### config.mk
export PLATFORM = sky130hd
export DESIGN_NAME = row_compress_ctrl
export DESIGN_NICKNAME = d
export VERILOG_FILES = /design/src/rtl/row_compress_ctrl_pkg.sv /design/src/rtl/rc_lead_one.sv /design/src/rtl/row_compress_ctrl.sv
export SDC_FILE = /design/constraint.sdc
export NUM_CORES = 1
export LEC_CHECK = 0
export CAP_MARGIN = 20
export CORE_UTILIZATION = 54
export CTS_BUF_LIST = sky130_fd_sc_hd__clkbuf_8
export CTS_CLUSTER_DIAMETER = 200
export DETAILED_ROUTE_END_ITERATION = 6
export PLACE_DENSITY = 0.86
export SETUP_SLACK_MARGIN = 0.4
export SLEW_MARGIN = 20
export SYNTH_ARGS = -nofsm -noshare
export SYNTH_HDL_FRONTEND = slang
export SYNTH_HIERARCHICAL = 1
export SYNTH_SLANG_ARGS = --single-unit
export TNS_END_PERCENT = 100
### constraint.sdc
create_clock -name clk -period 4.4 [get_ports clk]
set_input_delay 0.66 -clock clk [delete_from_list [all_inputs] [get_ports clk]]
set_output_delay 0.66 -clock clk [all_outputs]
set_load 0.05 [all_outputs]
### src/rtl/row_compress_ctrl_pkg.sv
// Shared definitions for the row-compression controller.
// Contents: FSM state encoding, run-length limit helper, index-width helper.
package row_compress_ctrl_pkg;

  localparam int unsigned DEF_WORD_WIDTH   = 8;
  localparam int unsigned DEF_MAX_R_SIZE   = 4;
  localparam int unsigned DEF_R_DIST_WIDTH = 2;
  localparam int unsigned DEF_CNT_WIDTH    = 16;

  typedef enum logic {
    ST_IDLE = 1'b0,
    ST_EMIT = 1'b1
  } state_e;

  // Largest zero run a single entry's distance field can encode.
  function automatic int unsigned dmax(input int unsigned dist_w);
    return (32'd1 << dist_w) - 32'd1;
  endfunction

  // Bits needed to index n items (at least one bit).
  function automatic int unsigned idx_width(input int unsigned n);
    return (n > 32'd1) ? $clog2(n) : 32'd1;
  endfunction

endpackage

### src/rtl/rc_lead_one.sv
// Combinational lowest-set-bit finder.
// Ports: mask (in)      - N-bit mask to search
//        idx_c (out)    - index of lowest set bit (0 if none)
//        found_c (out)  - at least one bit set
//        higher_c (out) - another set bit exists above idx_c
module rc_lead_one #(
  parameter int unsigned N     = 4,
  parameter int unsigned IDX_W = 2
) (
  input  logic [N-1:0]     mask,
  output logic [IDX_W-1:0] idx_c,
  output logic             found_c,
  output logic             higher_c
);

  // Scan high to low so the final hit is the lowest bit; any earlier hit is a higher bit.
  always_comb begin : find_lowest
    idx_c    = '0;
    found_c  = 1'b0;
    higher_c = 1'b0;
    for (int i = int'(N) - 1; i >= 0; i--) begin
      if (mask[i]) begin
        higher_c = higher_c | found_c;
        found_c  = 1'b1;
        idx_c    = IDX_W'(i);
      end
    end
  end

endmodule

### src/rtl/row_compress_ctrl.sv
// Row-compression sequencer: accepts one row over valid/ready, then streams
// its nonzero words as (data, zero-run distance, last) entries.
// Ports: clk, reset_n           - clock, async active-low reset
//        in_valid/in_ready/in_data - row input handshake
//        out_valid/out_ready   - entry output handshake
//        out_data/out_dist/out_last/out_zero_row - entry payload
//        busy                  - row held and not fully emitted
//        rows_done             - wrapping count of completed rows
module row_compress_ctrl
  import row_compress_ctrl_pkg::*;
#(
  parameter int unsigned WORD_WIDTH   = DEF_WORD_WIDTH,
  parameter int unsigned MAX_R_SIZE   = DEF_MAX_R_SIZE,
  parameter int unsigned R_DIST_WIDTH = DEF_R_DIST_WIDTH,
  parameter int unsigned CNT_WIDTH    = DEF_CNT_WIDTH
) (
  input  logic                             clk,
  input  logic                             reset_n,
  input  logic                             in_valid,
  output logic                             in_ready,
  input  logic [WORD_WIDTH*MAX_R_SIZE-1:0] in_data,
  output logic                             out_valid,
  input  logic                             out_ready,
  output logic [WORD_WIDTH-1:0]            out_data,
  output logic [R_DIST_WIDTH-1:0]          out_dist,
  output logic                             out_last,
  output logic                             out_zero_row,
  output logic                             busy,
  output logic [CNT_WIDTH-1:0]             rows_done
);

  localparam int unsigned ROW_W = WORD_WIDTH * MAX_R_SIZE;
  localparam int unsigned DMAX  = dmax(R_DIST_WIDTH);
  localparam int unsigned IDX_W = idx_width(MAX_R_SIZE);
  localparam int unsigned PTR_W = idx_width(MAX_R_SIZE + 1);

  state_e                  state_q, state_d;
  logic [ROW_W-1:0]        row_q, row_d;
  logic [MAX_R_SIZE-1:0]   mask_q, mask_d;
  logic [PTR_W-1:0]        ptr_q, ptr_d;

  logic                    in_ready_d, busy_d, out_valid_d, out_last_d, out_zero_row_d;
  logic [WORD_WIDTH-1:0]   out_data_d;
  logic [R_DIST_WIDTH-1:0] out_dist_d;
  logic [CNT_WIDTH-1:0]    rows_done_d;

  logic [MAX_R_SIZE-1:0]   new_mask, scan_mask, gated;
  logic [ROW_W-1:0]        scan_row;
  logic [PTR_W-1:0]        scan_ptr;
  logic [IDX_W-1:0]        lo_idx;
  logic                    lo_found, lo_higher;
  logic [WORD_WIDTH-1:0]   sel_word;
  logic [31:0]             gap;
  logic                    load;

  // Scan source: the incoming row when accepting, else the residual held row.
  always_comb begin : scan_select
    new_mask = '0;
    for (int i = 0; i < int'(MAX_R_SIZE); i++) begin
      new_mask[i] = |in_data[i*WORD_WIDTH +: WORD_WIDTH];
    end
    if (state_q == ST_IDLE) begin
      scan_row  = in_data;
      scan_mask = new_mask;
      scan_ptr  = '0;
    end else begin
      scan_row  = row_q;
      scan_mask = mask_q;
      scan_ptr  = ptr_q;
    end
    gated = '0;
    for (int i = 0; i < int'(MAX_R_SIZE); i++) begin
      gated[i] = scan_mask[i] && (32'(i) >= 32'(scan_ptr));
    end
  end

  rc_lead_one #(
    .N     (MAX_R_SIZE),
    .IDX_W (IDX_W)
  ) u_lead_one (
    .mask     (gated),
    .idx_c    (lo_idx),
    .found_c  (lo_found),
    .higher_c (lo_higher)
  );

  // Word at the found index and its distance from the scan pointer.
  always_comb begin : word_pick
    sel_word = '0;
    for (int i = 0; i < int'(MAX_R_SIZE); i++) begin
      if (32'(i) == 32'(lo_idx)) sel_word = scan_row[i*WORD_WIDTH +: WORD_WIDTH];
    end
    gap = 32'(lo_idx) - 32'(scan_ptr);
  end

  // Next state, datapath and output-register values.
  always_comb begin : fsm_next
    state_d        = state_q;
    row_d          = row_q;
    mask_d         = mask_q;
    ptr_d          = ptr_q;
    out_valid_d    = out_valid;
    out_data_d     = out_data;
    out_dist_d     = out_dist;
    out_last_d     = out_last;
    out_zero_row_d = out_zero_row;
    rows_done_d    = rows_done;
    load           = 1'b0;

    unique case (state_q)
      ST_IDLE: begin
        if (in_valid && in_ready) begin
          row_d   = in_data;
          load    = 1'b1;
          state_d = ST_EMIT;
        end
      end
      ST_EMIT: begin
        if (out_valid && out_ready) begin
          if (out_last) begin
            rows_done_d    = rows_done + CNT_WIDTH'(1);
            state_d        = ST_IDLE;
            out_valid_d    = 1'b0;
            out_data_d     = '0;
            out_dist_d     = '0;
            out_last_d     = 1'b0;
            out_zero_row_d = 1'b0;
          end else begin
            load = 1'b1;
          end
        end
      end
      default: state_d = ST_IDLE;
    endcase

    // Build the next entry; the mask/pointer registers track the row after it.
    if (load) begin
      out_valid_d = 1'b1;
      if (!lo_found) begin
        out_data_d     = '0;
        out_dist_d     = '0;
        out_last_d     = 1'b1;
        out_zero_row_d = 1'b1;
        mask_d         = '0;
        ptr_d          = '0;
      end else if (gap <= DMAX) begin
        out_data_d     = sel_word;
        out_dist_d     = R_DIST_WIDTH'(gap);
        out_last_d     = !lo_higher;
        out_zero_row_d = 1'b0;
        mask_d         = scan_mask & ~(MAX_R_SIZE'(1) << lo_idx);
        ptr_d          = PTR_W'(32'(lo_idx) + 32'd1);
      end else begin
        // Filler: DMAX zeros plus one zero word standing in for the data slot.
        out_data_d     = '0;
        out_dist_d     = R_DIST_WIDTH'(DMAX);
        out_last_d     = 1'b0;
        out_zero_row_d = 1'b0;
        mask_d         = scan_mask;
        ptr_d          = PTR_W'(32'(scan_ptr) + DMAX + 32'd1);
      end
    end

    in_ready_d = (state_d == ST_IDLE);
    busy_d     = (state_d == ST_EMIT);
  end

  // State and registered outputs.
  always_ff @(posedge clk or negedge reset_n) begin : regs
    if (!reset_n) begin
      state_q      <= ST_IDLE;
      row_q        <= '0;
      mask_q       <= '0;
      ptr_q        <= '0;
      in_ready     <= 1'b1;
      busy         <= 1'b0;
      out_valid    <= 1'b0;
      out_data     <= '0;
      out_dist     <= '0;
      out_last     <= 1'b0;
      out_zero_row <= 1'b0;
      rows_done    <= '0;
    end else begin
      state_q      <= state_d;
      row_q        <= row_d;
      mask_q       <= mask_d;
      ptr_q        <= ptr_d;
      in_ready     <= in_ready_d;
      busy         <= busy_d;
      out_valid    <= out_valid_d;
      out_data     <= out_data_d;
      out_dist     <= out_dist_d;
      out_last     <= out_last_d;
      out_zero_row <= out_zero_row_d;
      rows_done    <= rows_done_d;
    end
  end

endmodule

# After elaboration in Yosys (flattened, before gate mapping)
# Index checks and enable logic that the tools add are counted.
# word_totals
ff_bits	70
inputBits	36
output_inout_bits	31
elab_cells	101
# op_classes
add_sub_neg	5
magnitude_cmp	5
n_eq_ne	3
shifts	1
mux	51
bitwise	6
n_reduce_logical	19
# op_table
op	count
2-to-1 mux 8 bit	10
<= comparator 32 x 2 -> 1 bit, second input constant	1
2-to-1 mux 32 bit	1
OR reduction 8 bit	4
2-to-1 mux 1 bit	22
2-to-1 mux 2 bit	10
adder 16 x 1 -> 16 bit, second input constant	1
2-to-1 mux 4 bit	3
2-to-1 mux 3 bit	3
greater-or-equal comparator 1 x 3 -> 1 bit, first input constant	2
greater-or-equal comparator 2 x 3 -> 1 bit, first input constant	2
logical AND 1 bit	6
AND reduction 3 bit	2
nonzero test 2 bit	3
AND 4 bit	1
equality test 2 bit, first input constant	2
inverter 4 bit	1
case mux 1 bit (2 select lines)	2
AND reduction 2 bit	2
left shift 1 x 2 -> 4 bit, first input constant	1
subtractor 2 x 3 -> 4 bit	1
adder 2 x 1 -> 3 bit, second input constant	1
adder 3 x 1 -> 3 bit, second input constant	1
adder 3 x 2 -> 3 bit, second input constant	1
5 further kinds	7

# Depth between registers and ports, before layout
# Gate-level depths: netlist (run 1).
# logic_depth
depth_word	15
depth_mapped	16
mapped_depth_nobuf	13

# Modules after synthesis
# Netlist (run 1), hierarchy kept.
# by_module_without_submodules
module	n_inst	cells_each	area_per_inst_um2	seq_area_each_um2
row_compress_ctrl	1	321	3651.0	1752.9
rc_lead_one	1	9	50.0	0.0

# Worst setup path after synthesis (run 1)
# Ideal clock, no wire load.
# synth_timing
kind	register to register
startpoint	reg state_q
endpoint	reg out_data[0]
setup_time_ns	0.068
t_arrival_ns	3.607
required_ns	4.332
path_slack_ns	0.725
stages_incl_launch_ff	17
path_buffers	3
synth_period_minus_slack_ns	3.675
path_cell_list	dfrtp_1 -> buf_6 -> buf_6 -> buf_2 -> inv_2 -> nand3_1 -> o21ai_1 -> nor3b_1 -> inv_1 -> a21oi_1 -> inv_1 -> ha_1 -> fa_1 -> a21oi_1 -> o21ai_2 -> nor3_4 -> a32o_1
# synth_between
word_cells_on_any_way	38
classes_between	add/sub: 1; order compare: 5; eq/ne: 3; mux: 19; bitwise: 1; reduce/logical: 9
# synth_rtl
item	line	rtl
start, declared	row_compress_ctrl.sv:37	state_e state_q, state_d;
start signal, assigned	row_compress_ctrl.sv:184	state_q <= state_d;
2-to-1 mux 3 bit	row_compress_ctrl.sv:62	if (state_q == ST_IDLE) begin
greater-or-equal comparator 1 x 3 -> 1 bit	row_compress_ctrl.sv:73	gated[i] = scan_mask[i] && (32'(i) >= 32'(scan_ptr));
logical AND 1 bit *	row_compress_ctrl.sv:73	
named net gated[1]	row_compress_ctrl.sv:47	logic [MAX_R_SIZE-1:0] new_mask, scan_mask, gated;
2-to-1 mux 2 bit * (2 in a row)	rc_lead_one.sv:22	if (mask[i]) begin
named net lo_idx[0]	row_compress_ctrl.sv:50	logic [IDX_W-1:0] lo_idx;
parallel branches: the longest is 5 deep, another holds <= comparator 32 x 2 -> 1 bit	--	
2-to-1 mux 8 bit *	row_compress_ctrl.sv:146	end else if (gap <= DMAX) begin
2-to-1 mux 8 bit *	row_compress_ctrl.sv:139	if (!lo_found) begin
2-to-1 mux 8 bit *	row_compress_ctrl.sv:137	if (load) begin
end signal, assigned	row_compress_ctrl.sv:191	out_data <= out_data_d;
end, declared	row_compress_ctrl.sv:24	output logic [WORD_WIDTH-1:0] out_data,
# Mark *: on every way through the listed nets, which the timed path passes.
# A chain may end at the register's enable or synchronous reset.

# Worst setup path in the final report (run 1)
# layout_timing
startpoint	in in_data[10]
endpoint	reg out_data[2]
# layout_between
elab_chain_cells	13
word_cells_on_any_way	21
classes_between	add/sub: 1; order compare: 1; eq/ne: 3; mux: 13; reduce/logical: 3
# layout_rtl
item	line	rtl
start, declared	row_compress_ctrl.sv:21	input logic [WORD_WIDTH*MAX_R_SIZE-1:0] in_data,
OR reduction 8 bit *	row_compress_ctrl.sv:60	new_mask[i] = |in_data[i*WORD_WIDTH +: WORD_WIDTH];
2-to-1 mux 4 bit *	row_compress_ctrl.sv:62	
logical AND 1 bit *	row_compress_ctrl.sv:73	
named net gated[1]	row_compress_ctrl.sv:47	
2-to-1 mux 2 bit * (2 in a row)	rc_lead_one.sv:22	
named net lo_idx[0]	row_compress_ctrl.sv:50	
parallel branches: the longest is 5 deep, another holds <= comparator 32 x 2 -> 1 bit	--	
2-to-1 mux 8 bit *	row_compress_ctrl.sv:146	
2-to-1 mux 8 bit *	row_compress_ctrl.sv:139	
2-to-1 mux 8 bit *	row_compress_ctrl.sv:137	
# Marks and branches as above.

==> results.py, run 1 <==
metrics = {
    "cts": {
        "max-clock-path-buffers": 2,
        "cts.clk_slew.worst_paths_ns": 0.08,
        "clk-insertion-delay-late_ns": 0.35,
        "cts_sinks": 70,
        "root_buffer": "clkbuf_8",
        "cts.hold.buffers_added": 0,
        "cts_tree": "built",
        "ctsHtreeMaxLevel": 3,
        "numCtsBuffers": 9,
    },
    "place": {
        "routabilityCongestion": 0.920,
        "dp_cells": 464,
        "place_ws_ns": 0.213,
        "hpwl_mm": 5.94,
        "portBuffers": 66,
    },
    "logic_synthesis": {
        "synth_edf_count": 0,
        "synth_seq_area_share": 0.474,
        "yosysTopAreaCell": "dfrtp_1",
        "synth_warnings": 6,
        "syn_area_per_cell_um2": 11.2,
        "syn_area_um2": 3700,
        "async_reset_ff_frac": 1.00,
        "synth_top_area_frac": 0.467,
        "synth.area.top_cells": "dfrtp_1, mux2_1, mux2i_1",
        "syn_inst": 330,
        "synth_ff_type": "dfrtp_1",
        "syn-num-nets": 374,
        "synth.distinct_cells": 51,
        "synth-seq-cells": 70,
    },
    "routing": {
        "first_iter_violations": 220,
        "viasPerCell": 6.05,
        "num_vias": 2909,
        "wl_met1_mm": 3.60,
        "first_pass_iters": 7,
        "highest_layer": "met4",
        "wire_per_inst_um": 17.3,
        "drt_wl_total_mm": 8.31,
        "dr_wl_met3_um": 444,
        "drtAntennaViolNets": 0,
        "drc": 8,
        "wl_met2_mm": 3.97,
    },
    "grt": {
        "grt_max_degree": 42,
        "grt_pass1_vias": 2784,
        "antenna_found_initial": 0,
        "grt_first_pass_wirelength_mm": 13.5,
        "grt_remaining_overflow": 0,
        "groute.usage.overall": 0.245,
    },
    "critical_path": {
        "r2r_end": "out_data[2]",
        "cp_top_family": "buffers and inverters",
        "worst_path_largest_cell_delay_ns": 0.53,
        "arrival_ns": 4.07,
        "worstSetupPathType": "input port to register",
        "r2r_cells": 14,
        "cp.depth": 15,
        "path_common_cell": "inv_1",
        "r2r_start": "state_q",
        "slowest_stage": "clkdlybuf4s50_1",
        "cp-start-kind": "input port",
        "endpoint_kind": "register",
        "critical_path_buf_inv_count": 4,
        "crit_fanout": 8,
        "crit_chain": "clkdlybuf4s50_1, nor4_1, nand3_1, o21ai_1, nor3b_1, inv_1, a21oi_2, inv_1, ha_1, fa_1, a21oi_1, o21ai_2, nor3_4, buf_12, a32o_1",
        "cp.required_ns": 4.68,
        "rrSetupSlack_ns": 0.84,
    },
    "timing": {
        "slew_violations": 0,
        "worst_slew_pin_slew_ns": 0.668,
        "post-route-min-period_ns": 3.78,
        "timing.hold.ws_ns": 0.343,
        "setup_slack_ns": 0.618,
        "fin_worst_skew_ns": 0.0113,
        "relSlewSlack": 0.555,
        "final_hold_viol_count": 0,
        "rsz0062_at_grt": "false",
        "finalSetupViolCount": 0,
        "final.period_utilization": 0.860,
        "setup_tns_ns": 0,
        "fmax_mhz": 264,
    },
    "die": {
        "start_util": 0.570,
        "core.rowCount": 29,
        "pin_count": 67,
        "coreArea_um2": 6490,
        "die_height_um": 84.8,
        "die_x_um": 84.8,
        "die_area_um2": 7190,
    },
    "finish": {
        "nNetsFinal": 443,
        "post-route-util": 0.716,
        "syn_to_final_growth_pct": 25.7,
        "final_common_cell": "dfrtp_1",
        "drive_gt1_frac": 0.0866,
        "final_cell_mix": "dfrtp_1, clkdlybuf4s50_1, nand2_1, mux2i_1, mux2_1",
        "antenna_cells": 0,
        "fin_cells": 481,
    },
    "outcome": {
        "outcome": "complete, but fails checks",
        "violations": "design-rule violations",
    },
    "power": {
        "p_leak_nw": 2.14,
        "ir_drop_mv": 0.374,
        "power_density_nw_per_um2": 602,
    },
    "worst_hold_path": {
        "worstHoldPathType": "input port to async pin",
    },
    "run": {
        "maxCapViolCount": 0,
    },
}
## final cells by class
class | instances | area [um2]
clock inverter | 6 | 92.6
inverter | 12 | 45.0
clock buffer | 10 | 138
timing repair buffer | 71 | 706
fill | 464 | 1840
sequential | 70 | 1750
multi-input combinational | 235 | 1820
tap | 77 | 96.3
## logic make-up after synthesis
| group | Yosys count | share of synthesized area |
|---|---|---|
| muxes | 64 | 0.184 |
| xor gates and xnor gates | 15 | 0.0355 |
| and+or+nand+nor | 94 | 0.143 |
| buffers and inverters | 25 | 0.0358 |
| DFF | 70 | 0.474 |
| adders and majority gates | 8 | 0.0291 |
| AOI/OAI and AO/OA | 54 | 0.0994 |
## through the flow
stage | total power, W | instance area (um2)
after floorplan | 0.00184 | 3700
after global placement | 0.00216 | 4400
after detailed placement | 0.00219 | 4400
after CTS | 0.00279 | 4630
after global routing | 0.00296 | 4650
final | 0.00280 | 4650
## power by group
group	switching, W	internal [W]
logic	0.000710	0.000506
clock network	0.000255	0.000338
registers	0.000136	0.000854
total	0.00110	0.00170
## timing repair
action,CTS,global route
endpoints found under the hold margin,0,0
setup buffers,0,1
gates resized for setup,0,1
setup endpoints to repair,0,8
## synth_stat cells (all sizes together), types with 4 or more instances
cell type,count
nand2,32
a21oi,5
nor3,4
inv,12
a22o,5
mux2i,32
nor4,8
nor2,11
or3,8
o22ai,8
mux2,32
o21ai,19
nand3,10
xnor2,12
ha,7
a32o,6
and2,5
buf,11
dfrtp,69
## registers in the layout, indices dropped and copies added (netlist names)
| register | flops |
|---|---|
| row_q | 32 |
| rows_done | 16 |
| out_data | 8 |
| mask_q | 4 |
| ptr_q | 3 |
| out_dist | 2 |
| in_ready | 1 |
| out_last | 1 |
| out_valid | 1 |
| out_zero_row | 1 |
| state_q | 1 |
## routing by layer
metal	global-route usage	vias up
met3	0.0462	30
li1	-	1346
met5	0	-
met1	0.316	1407
met2	0.395	126
met4	0.125	0
## how the worst max path moves through the flow
stage           startpoint           to  slack [ns]
6_report       in_data[10]  out_data[2]        0.62
2_1_floorplan      state_q  out_data[0]        0.72
3_3_place_gp   in_data[18]  out_data[7]        0.41
3_5_place_dp   in_data[18]  out_data[7]        0.21
4_1_cts        in_data[18]  out_data[6]        0.53
5_1_grt        in_data[10]  out_data[6]        0.40
(Power assumes the default switching activity.)
==> inputs of run 2 (changes only) <==
- CORE_UTILIZATION: 54 -> 55
- PLACE_DENSITY: 0.86 -> 0.87
- SYNTH_HIERARCHICAL: 1 -> default
==> results.py, run 2 <==
metrics = {
    "timing": {
        "fin_worst_skew_ns": 0.00933,
        "worst_slew_pin_slew_ns": 0.750,
        "fmax_mhz": 276,
        "final.period_utilization": 0.823,
        "slew_violations": 0,
        "relSlewSlack": 0.500,
        "setup_tns_ns": 0,
        "finalSetupViolCount": 0,
        "rsz0062_at_grt": "false",
        "setup_slack_ns": 0.780,
        "final_hold_viol_count": 0,
        "post-route-min-period_ns": 3.62,
    },
    "run": {
        "maxCapViolCount": 0,
    },
    "die": {
        "pin_count": 67,
        "core.rowCount": 30,
        "coreArea_um2": 6790,
        "die_height_um": 86.0,
        "die_area_um2": 7400,
        "start_util": 0.571,
        "die_x_um": 86.0,
    },
    "logic_synthesis": {
        "async_reset_ff_frac": 1.00,
        "syn_area_um2": 3880,
        "netlist_top_cells_count": "nand2_1, dfrtp_1, mux2i_1",
        "synth.distinct_cells": 55,
        "syn_area_per_cell_um2": 9.38,
        "synth_edf_count": 0,
        "synth_ff_type": "dfrtp_1",
        "synth_seq_area_share": 0.451,
        "synth_warnings": 0,
        "syn_inst": 414,
        "synth_top_area_frac": 0.445,
        "yosysTopAreaCell": "dfrtp_1",
        "synth.area.top_cells": "dfrtp_1, nand2_1, mux2i_1",
        "syn-num-nets": 458,
        "synth-seq-cells": 70,
        "synth.most_common_cell": "nand2_1",
    },
    "critical_path": {
        "cp.required_ns": 4.67,
        "endpoint_kind": "register",
        "arrival_ns": 3.89,
        "crit_fanout": 10,
        "cp-start-kind": "input port",
        "worstSetupPathType": "input port to register",
    },
    "power": {
        "power_density_nw_per_um2": 637,
        "ir_drop_mv": 0.320,
        "p_leak_nw": 2.33,
    },
    "cts": {
        "ctsResizeCount": 0,
        "max-clock-path-buffers": 2,
        "post_cts_buffers": 0,
        "clk-insertion-delay-late_ns": 0.34,
        "cts_tree": "built",
        "root_buffer": "clkbuf_8",
        "ctsHtreeMaxLevel": 3,
        "cts.hold.buffers_added": 0,
        "cts_sinks": 70,
        "cts.clk_slew.worst_paths_ns": 0.07,
        "numCtsBuffers": 9,
    },
    "routing": {
        "drt_wl_total_mm": 8.92,
        "wire_per_inst_um": 15.5,
        "first_pass_iters": 4,
        "drtAntennaViolNets": 0,
        "num_vias": 3211,
        "viasPerCell": 5.59,
        "first_iter_violations": 270,
        "drc": 0,
    },
    "grt": {
        "groute.usage.overall": 0.263,
        "antenna_found_initial": 0,
        "grt_pass1_vias": 3126,
        "grt_first_pass_wirelength_mm": 15.2,
        "grt_max_degree": 50,
        "grt_remaining_overflow": 0,
        "grt.met2_usage": 0.414,
        "grtUsageMet3": 0.0356,
        "grt-busiest-layer": "met2",
        "use_met1": 0.374,
    },
    "finish": {
        "final_cell_mix": "nand2_1, dfrtp_1, clkdlybuf4s50_1",
        "regMostFlops": "row_q",
        "nNetsFinal": 518,
        "fin_cells": 574,
        "largest_register_ffs": 32,
        "drive_gt1_frac": 0.0774,
        "antenna_cells": 0,
        "top_regs": "row_q x32, rows_done x16, out_data x8",
        "final_common_cell": "nand2_1",
        "post-route-util": 0.701,
        "syn_to_final_growth_pct": 22.6,
    },
    "outcome": {
        "outcome": "complete, no violations",
    },
    "place": {
        "dp_cells": 559,
        "routabilityCongestion": 0.941,
        "portBuffers": 66,
        "hpwl_mm": 6.51,
        "place_ws_ns": 0.459,
    },
    "worst_hold_path": {
        "worstHoldPathType": "input port to async pin",
    },
}
run 2: changes by cell type in the layout (fill, tap and decap cells not counted), sizes merged, moves of 5 or more:
cell	delta
nand2	+101
inv	-5
mux2i	-7
mux2	-23
or3	-8
clkinv	+5
a22o	+6
run 2: cell type report:
cell class | count | area (um2)
fill | 536 | 2030
multi-input combinational | 315 | 2010
sequential | 70 | 1750
timing repair buffer | 69 | 691
clock buffer | 9 | 124
tap | 96 | 120
inverter | 9 | 33.8
clock inverter | 6 | 31.3
run 2: worst max-delay path, stage by stage:
cell and delay, ns:
clkdlybuf4s50_1 0.45, nor4_1 0.40, nand3_2 0.20, and2_1 0.18, or2_1 0.29, ha_1 0.24, fa_1 0.36, a21oi_1 0.15
o21ai_1 0.24, a311oi_4 0.49, a221o_1 0.23
run 2: worst paths after layout:
check	start	to	slack [ns]	cells after the start
max	in_data[2]	ptr_q[1]	0.78	11
min in group clk	row_q[11]	row_q[11]	0.48	2
min	reset_n	rows_done[8]	0.38	1
max in group asynchronous	reset_n	row_q[31]	3.05	2
min reg2reg	row_q[11]	row_q[11]	0.48	2
max reg2reg	state_q	ptr_q[1]	1.11	11
run 2: logic make-up after synthesis:
group | count (synthesis) | synth area share
compound gates | 72 | 0.134
xor+xnor | 15 | 0.0338
fa+ha+maj | 8 | 0.0277
buf+inv | 29 | 0.0319
flops | 70 | 0.452
mux | 34 | 0.0938
simple gates | 186 | 0.227
run 2: report_power, final:
group          total (W)  leakage, nW  internal (W)  switching (W)
logic            0.00159         1.34      0.000608       0.000984
clock network   0.000428       0.0858      0.000195       0.000233
registers        0.00101        0.901      0.000866       0.000144
total            0.00303         2.33       0.00167        0.00136
run 2: metal layers:
layer	routed length, um	share of wire
met5	0	0
met4	132	0.015
met3	430	0.048
met2	4370	0.49
met1	3990	0.45
run 2: through the flow:
stage          hold WS [ns]  power, W  area (um2)
3_5_place_dp          0.463   0.00259        4600
5_1_grt               0.445   0.00325        4760
4_1_cts               0.405   0.00302        4760
3_3_place_gp          0.454   0.00255        4600
6_report              0.382   0.00303        4760
2_1_floorplan         0.364   0.00212        3880
==> inputs of run 3 (changes only) <==
- clock period: 4.4 -> 3.5 ns (I/O delays scaled with it)
==> results.py, run 3 (same netlist as run 2, synthesis figures left out) <==
metrics = {
    "power": {
        "ir_drop_mv": 0.430,
        "p_leak_nw": 2.55,
        "power_density_nw_per_um2": 825,
    },
    "finish": {
        "drive_gt1_frac": 0.132,
        "fin_cells": 595,
        "syn_to_final_growth_pct": 30.3,
        "post-route-util": 0.744,
        "regArea_um2": 1760,
        "final_cell_mix": "nand2_1, dfrtp_1, clkdlybuf4s50_1",
        "fin_area_um2": 5060,
        "final_common_cell": "nand2_1",
        "top_regs": "row_q x32, rows_done x16, out_data x8",
        "multi_input_area_um2": 2060,
        "fillCellCount": 473,
        "largest_register_ffs": 32,
        "nNetsFinal": 538,
        "regMostFlops": "row_q",
        "antenna_cells": 0,
    },
    "grt": {
        "grt_max_degree": 36,
        "grt_pass1_vias": 3216,
        "grt_remaining_overflow": 0,
        "antenna_found_initial": 0,
        "groute.usage.overall": 0.279,
        "grt_first_pass_wirelength_mm": 15.8,
    },
    "place": {
        "dp_cells": 574,
        "hpwl_mm": 6.89,
        "routabilityCongestion": 0.981,
        "portBuffers": 66,
        "place_ws_ns": -0.0727,
        "place_area_um2": 4700,
    },
    "timing": {
        "post-route-min-period_ns": 3.07,
        "final.period_utilization": 0.876,
        "rsz0062_at_grt": "false",
        "slew_violations": 0,
        "fin_worst_skew_ns": 0.00842,
        "setup_tns_ns": 0,
        "worst_slew_pin_slew_ns": 0.720,
        "setup_slack_ns": 0.434,
        "relSlewSlack": 0.520,
        "final_hold_viol_count": 0,
        "fmax_mhz": 326,
        "finalSetupViolCount": 0,
    },
    "critical_path": {
        "crit_chain": "clkdlybuf4s50_1, nor4_4, a31oi_2, a22oi_1, or2_1, buf_4, inv_1, ha_1, nand2b_2, o22ai_1, o21ai_0, o21ai_0, a22o_1",
        "cp.required_ns": 3.79,
        "slowest_stage": "clkdlybuf4s50_1",
        "path_common_cell": "o21ai_0",
        "crit_fanout": 8,
        "worst_path_largest_cell_delay_ns": 0.49,
        "endpoint_kind": "register",
        "arrival_ns": 3.36,
        "cp-start-kind": "input port",
        "r2r_cells": 11,
        "worstSetupPathType": "input port to register",
    },
    "routing": {
        "viasPerCell": 5.64,
        "drc": 0,
        "drt_wl_total_mm": 9.77,
        "first_iter_violations": 353,
        "first_pass_iters": 5,
        "drtAntennaViolNets": 0,
        "num_vias": 3358,
        "wire_per_inst_um": 16.4,
    },
    "die": {
        "core.rowCount": 30,
        "coreArea_um2": 6790,
        "die_area_um2": 7400,
        "die_height_um": 86.0,
        "start_util": 0.571,
        "pin_count": 67,
        "die_x_um": 86.0,
    },
    "cts": {
        "ctsHtreeMaxLevel": 3,
        "clk-insertion-delay-late_ns": 0.35,
        "cts_sinks": 70,
        "root_buffer": "clkbuf_8",
        "cts_tree": "built",
        "cts.clk_slew.worst_paths_ns": 0.08,
        "max-clock-path-buffers": 2,
        "numCtsBuffers": 9,
    },
    "outcome": {
        "outcome": "complete, no violations",
    },
    "worst_hold_path": {
        "worstHoldPathType": "input port to async pin",
    },
    "run": {
        "maxCapViolCount": 0,
    },
}
[run 3: cell count changes in the layout (fill, tap and decap cells not counted), sizes merged]
| cell | delta |
|---|---|
| clkdlybuf4s50 | -11 |
| inv | -1 |
| clkinv | -2 |
| buf | +20 |
| clkbuf | +1 |
| dlymetal6s2s | +11 |
| clkinvlp | +1 |
| bufinv | +2 |
[run 3: final timing paths]
kind                                from             to  slack, ns
max                          in_data[31]    out_data[1]       0.43
max in group asynchronous        reset_n    out_data[3]       2.42
min                              reset_n   rows_done[5]       0.20
max reg2reg                      state_q    out_dist[0]       0.50
min in group clk           rows_done[15]  rows_done[15]       0.47
min reg2reg                rows_done[15]  rows_done[15]       0.47
[run 3: what timing repair did]
| action | 4_1_cts | 5_1_grt |
|---|---|---|
| gates resized for setup | 5 | 23 |
| setup buffers | 1 | 4 |
| pin swaps | 0 | 6 |
| endpoints found under the hold margin | 0 | 0 |
| endpoints found under the setup margin | 17 | 16 |
| hold buffers | 0 | 0 |
[run 3: area by class of cell]
cell class	instances	area share
clock buffers	10	0.0272
clock inverters	6	0.0168
inverters	9	0.00668
multi-input cells	315	0.408
flip-flops and latches	70	0.347
well taps	96	0.0238
repair buffers	89	0.170
[run 3: critical path: cells and delay by family]
kind | cells | cell delay [ns]
buffers and inverters | 3 | 0.69
adder cells (fa/ha/maj) | 1 | 0.21
AND/OR/NAND/NOR | 3 | 0.79
AO/OA/AOI/OAI | 6 | 1.13
[run 3: where the power goes]
group	internal (W)	switching, W
clock network	0.000418	0.000307
registers	0.00109	0.000200
logic	0.000852	0.00131
[run 3: through the flow]
stage          total power [W]  hold slack [ns]
2_1_floorplan          0.00267            0.229
3_3_place_gp           0.00326            0.454
3_5_place_dp           0.00332            0.462
4_1_cts                0.00408            0.216
5_1_grt                0.00441            0.272
6_report               0.00417            0.198
[run 3: routing by layer]
metal / wire, um / GRT usage / vias to the layer above
li1: - / - / 1592
met1: 4160 / 0.366 / 1602
met2: 4890 / 0.470 / 144
met3: 561 / 0.0481 / 20
met4: 159 / 0.0924 / 0
met5: 0 / 0 / -
==> patch: new RTL, settings of run 1 <==
The package constant `DEF_WORD_WIDTH` goes from 8 to 6.
--- a/src/rtl/row_compress_ctrl_pkg.sv
+++ b/src/rtl/row_compress_ctrl_pkg.sv
@@ -3,5 +3,5 @@
 package row_compress_ctrl_pkg;
 
-  localparam int unsigned DEF_WORD_WIDTH   = 8;
+  localparam int unsigned DEF_WORD_WIDTH   = 6;
   localparam int unsigned DEF_MAX_R_SIZE   = 4;
   localparam int unsigned DEF_R_DIST_WIDTH = 2;
Ports: changed (resized in_data and out_data); port bits go from 67 to 57. The function was not compared with the original's and may differ.
==> patch against run 1 <==
Sequential share of layout area is 0.094 points lower; routed wire length is 14% lower; critical endpoint is now out_data[4]$_DFFE_PN0P_; sequential power is 10% lower; critical path depth is 2 lower; final area is 14% lower; clock power is 21% lower; clock skew hardly changed; synthesized cell count is 14% lower; sequential cell count is 10 lower; synthesized area is 12% lower; worst setup slack better by 0.032 ns; combinational power is 12% higher; power is 2.6% lower.
==> patch: results (changes against run 1) <==
qor: setup_path.setup.worst_path.end_class flop
qor: layout.fraction_of_layout_instances_using_a_drive_strength_above_1 17.5% [+8.9 points]
qor: yosys.syn_nets 319 [-15%]
qor: power_and_ir_drop.power.switching 1.11 mW [+1.2%]
qor: grt.grt_first_pass_wirelength 12000 µm [-11%]
qor: floorplanning.area_of_the_die 6320 µm² [-12%]
qor: setup_path.r2r_setup_slack 0.83 ns
qor: route.drt_iter0_drc 200 [-9.1%]
qor: layout.num_antenna_cells 0 [unchanged]
qor: power_and_ir_drop.max-vdd-ir-drop 486 µV [+30%]
qor: setup_path.critical_path_peak_fanout 11 [+3]
qor: power_and_ir_drop.leakage 1.89 nW [-12%]
qor: clock_tree.cts.reportedPaths.clkPinSlew 0.06 ns [-0.02 ns]
qor: setup_path.worst_r2r_path_depth 13 [-1]
qor: clock_tree.htree_num_levels 3 [unchanged]
qor: sta.clock_tree_skew_after_final_layout 0.0109 ns [-0.000463 ns]
qor: yosys.netlist_top_cells_area dfrtp_1 46%, mux2_2 9.0%, mux2i_1 5.6%
qor: route.post_drt_via_cell_ratio 5.85 [-3.3%]
qor: yosys.syn_inst 283 [-14%]
qor: yosys.synth.distinct_cells 52 [+2.0%]
qor: clock_tree.postCtsSetupRepairBufs 0 [unchanged]
qor: place.numPortBuffers 56 [-15%]
qor: place.place.detailed.instances 398 [-14%]
qor: place.placedInstanceArea 3810 µm² [-13%]
qor: route.routedWlPerCell 17.3 µm [about the same]
qor: run_status.status finished, final reports clean
qor: place.placed_wire_length_estimate_after_detailed_placement 4860 µm [-18%]
qor: yosys.seq_area_frac_synth 46.4% [-1.0 points]
qor: grt.first_global_vias 2473 [-11%]
qor: clock_tree.cts-buffers-inserted 9 [unchanged]
qor: place.gpl.final_weighted_congestion 0.883 [-3.9%]
qor: setup_path.rr_startpoint state_q$_DFF_PN0_
qor: layout.num-fill-cells 420 [-9.5%]
qor: route.drt_pre_antenna_iters 5 [-2]
qor: clock_tree.clockRootBuffer clkbuf_8
qor: setup_path.regToRegEndpoint out_data[4]$_DFFE_PN0P_
qor: layout.final_std_cells_w_o_fill 414 [-14%]
qor: yosys.async_flop_share 100% [unchanged]
qor: clock_tree.clk_path_buf_depth 2 [unchanged]
qor: yosys.synth-main-ff-cell dfrtp_1
qor: min_path.worstHoldPathType in -> async
qor: sta.maxSlewHeadroom 48.7% [-6.8 points]
qor: grt.largest_net_degree_at_the_start_of_global_routing 61 [+45%]
qor: setup_path.critical_path_arrival 4.01 ns [-0.06 ns]
qor: yosys.ys_warn_count 6 [unchanged]
qor: setup_path.timing.critical_path.from in_data[15]
qor: layout.reg.largest.list row_q (24), rows_done (16), out_data (6)
qor: clock_tree.clkLatencyLatePin 0.34 ns
qor: yosys.synthTopCellsByCount 59 x dfrtp_1, 26 x mux2_2, 26 x nand2_1, 18 x mux2i_1, 10 x a32o_1
qor: grt.gr-usage-all-layers 25.1% [+0.67 points]
qor: grt.initial_antenna_violation_count 0 [unchanged]
qor: layout.fin_nets 373 [-16%]
patch: changes by cell type after synthesis, moves of 5 or more:
cell	delta
mux2_2	+24
nand3_1	-5
mux2_1	-29
a211o_1	+5
mux2i_1	-14
nor3_1	+5
clkbuf_1	+5
nand2_1	-6
o21ai_1	-16
dfrtp_1	-10
or3_1	-7
patch: cells by family (layout without fill, tap and decap cells):
group,after synthesis,count (layout),synth area share [%]
XOR/XNOR,15,15,4.05
flip-flops,60,60,46.4
multiplexers,49,49,16.8
buffers and inverters,24,83,4.05
AO/OA/AOI/OAI,44,44,10.5
adder cells (fa/ha/maj),8,8,3.32
AND/OR/NAND/NOR,83,83,14.9
patch: through the flow:
step	worst slack (ns)	hold WS [ns]
final	0.650	0.460
after global routing	0.446	0.501
after CTS	0.544	0.479
after detailed placement	0.240	0.466
after global placement	0.368	0.458
after floorplan	0.769	0.364
patch: layout make-up:
cell class                      count  area (µm²)  share of cell area [%]
Tap cell                           72        90.1                    2.25
Multi-Input combinational cell    199        1620                    40.3
Timing Repair Buffer               59         578                    14.4
Clock buffer                        9         124                    3.09
Clock inverter                      7        60.1                    1.50
Sequential cell                    60        1510                    37.6
Inverter                            8        30.0                   0.750
patch: worst min-delay path by stage:
stage                                      endpoint  slack [ns]  cells past startpoint
final                         mask_q[0]$_DFFE_PN0P_        0.46                      2
after global placement    rows_done[15]$_DFFE_PN0P_        0.46                      1
after global routing      rows_done[15]$_DFFE_PN0P_        0.50                      1
after floorplan               mask_q[0]$_DFFE_PN0P_        0.36                      0
after detailed placement  rows_done[15]$_DFFE_PN0P_        0.47                      1
after CTS                 rows_done[15]$_DFFE_PN0P_        0.48                      1
patch: power by group through the flow:
| stage | Clock (mW) | Combinational (mW) | Sequential [mW] |
|---|---|---|---|
| after floorplan | 0 | 0.933 | 0.984 |
| after global placement | 0 | 1.31 | 0.880 |
| after detailed placement | 0 | 1.34 | 0.892 |
| after CTS | 0.478 | 1.36 | 0.886 |
| after global routing | 0.500 | 1.49 | 0.913 |
| final | 0.471 | 1.37 | 0.890 |
patch: worst max-delay path, cell delays in order:
cell             delay (ns)
clkdlybuf4s50_1        0.47
nor4_2                 0.33
a21oi_1                0.13
and3_1                 0.24
nand2b_1               0.16
a21oi_1                0.26
inv_1                  0.14
ha_1                   0.26
fa_1                   0.39
a21oi_1                0.16
o21a_2                 0.28
and3_1                 0.31
a32o_1                 0.23
patch: routing by layer:
metal | part of all wire [%] | track usage, % | vias up
li1 | - | - | 1137
met5 | 0 | 0 | -
met1 | 45 | 33.4 | 1201
met3 | 4.6 | 4.23 | 11
met2 | 49 | 40.3 | 72
met4 | 1.4 | 11.1 | 0
patch: timing repair:
item / CTS / global route
resized for setup: 0 / 3
endpoints found under the setup margin: 0 / 6
hold endpoints to repair: 0 / 0
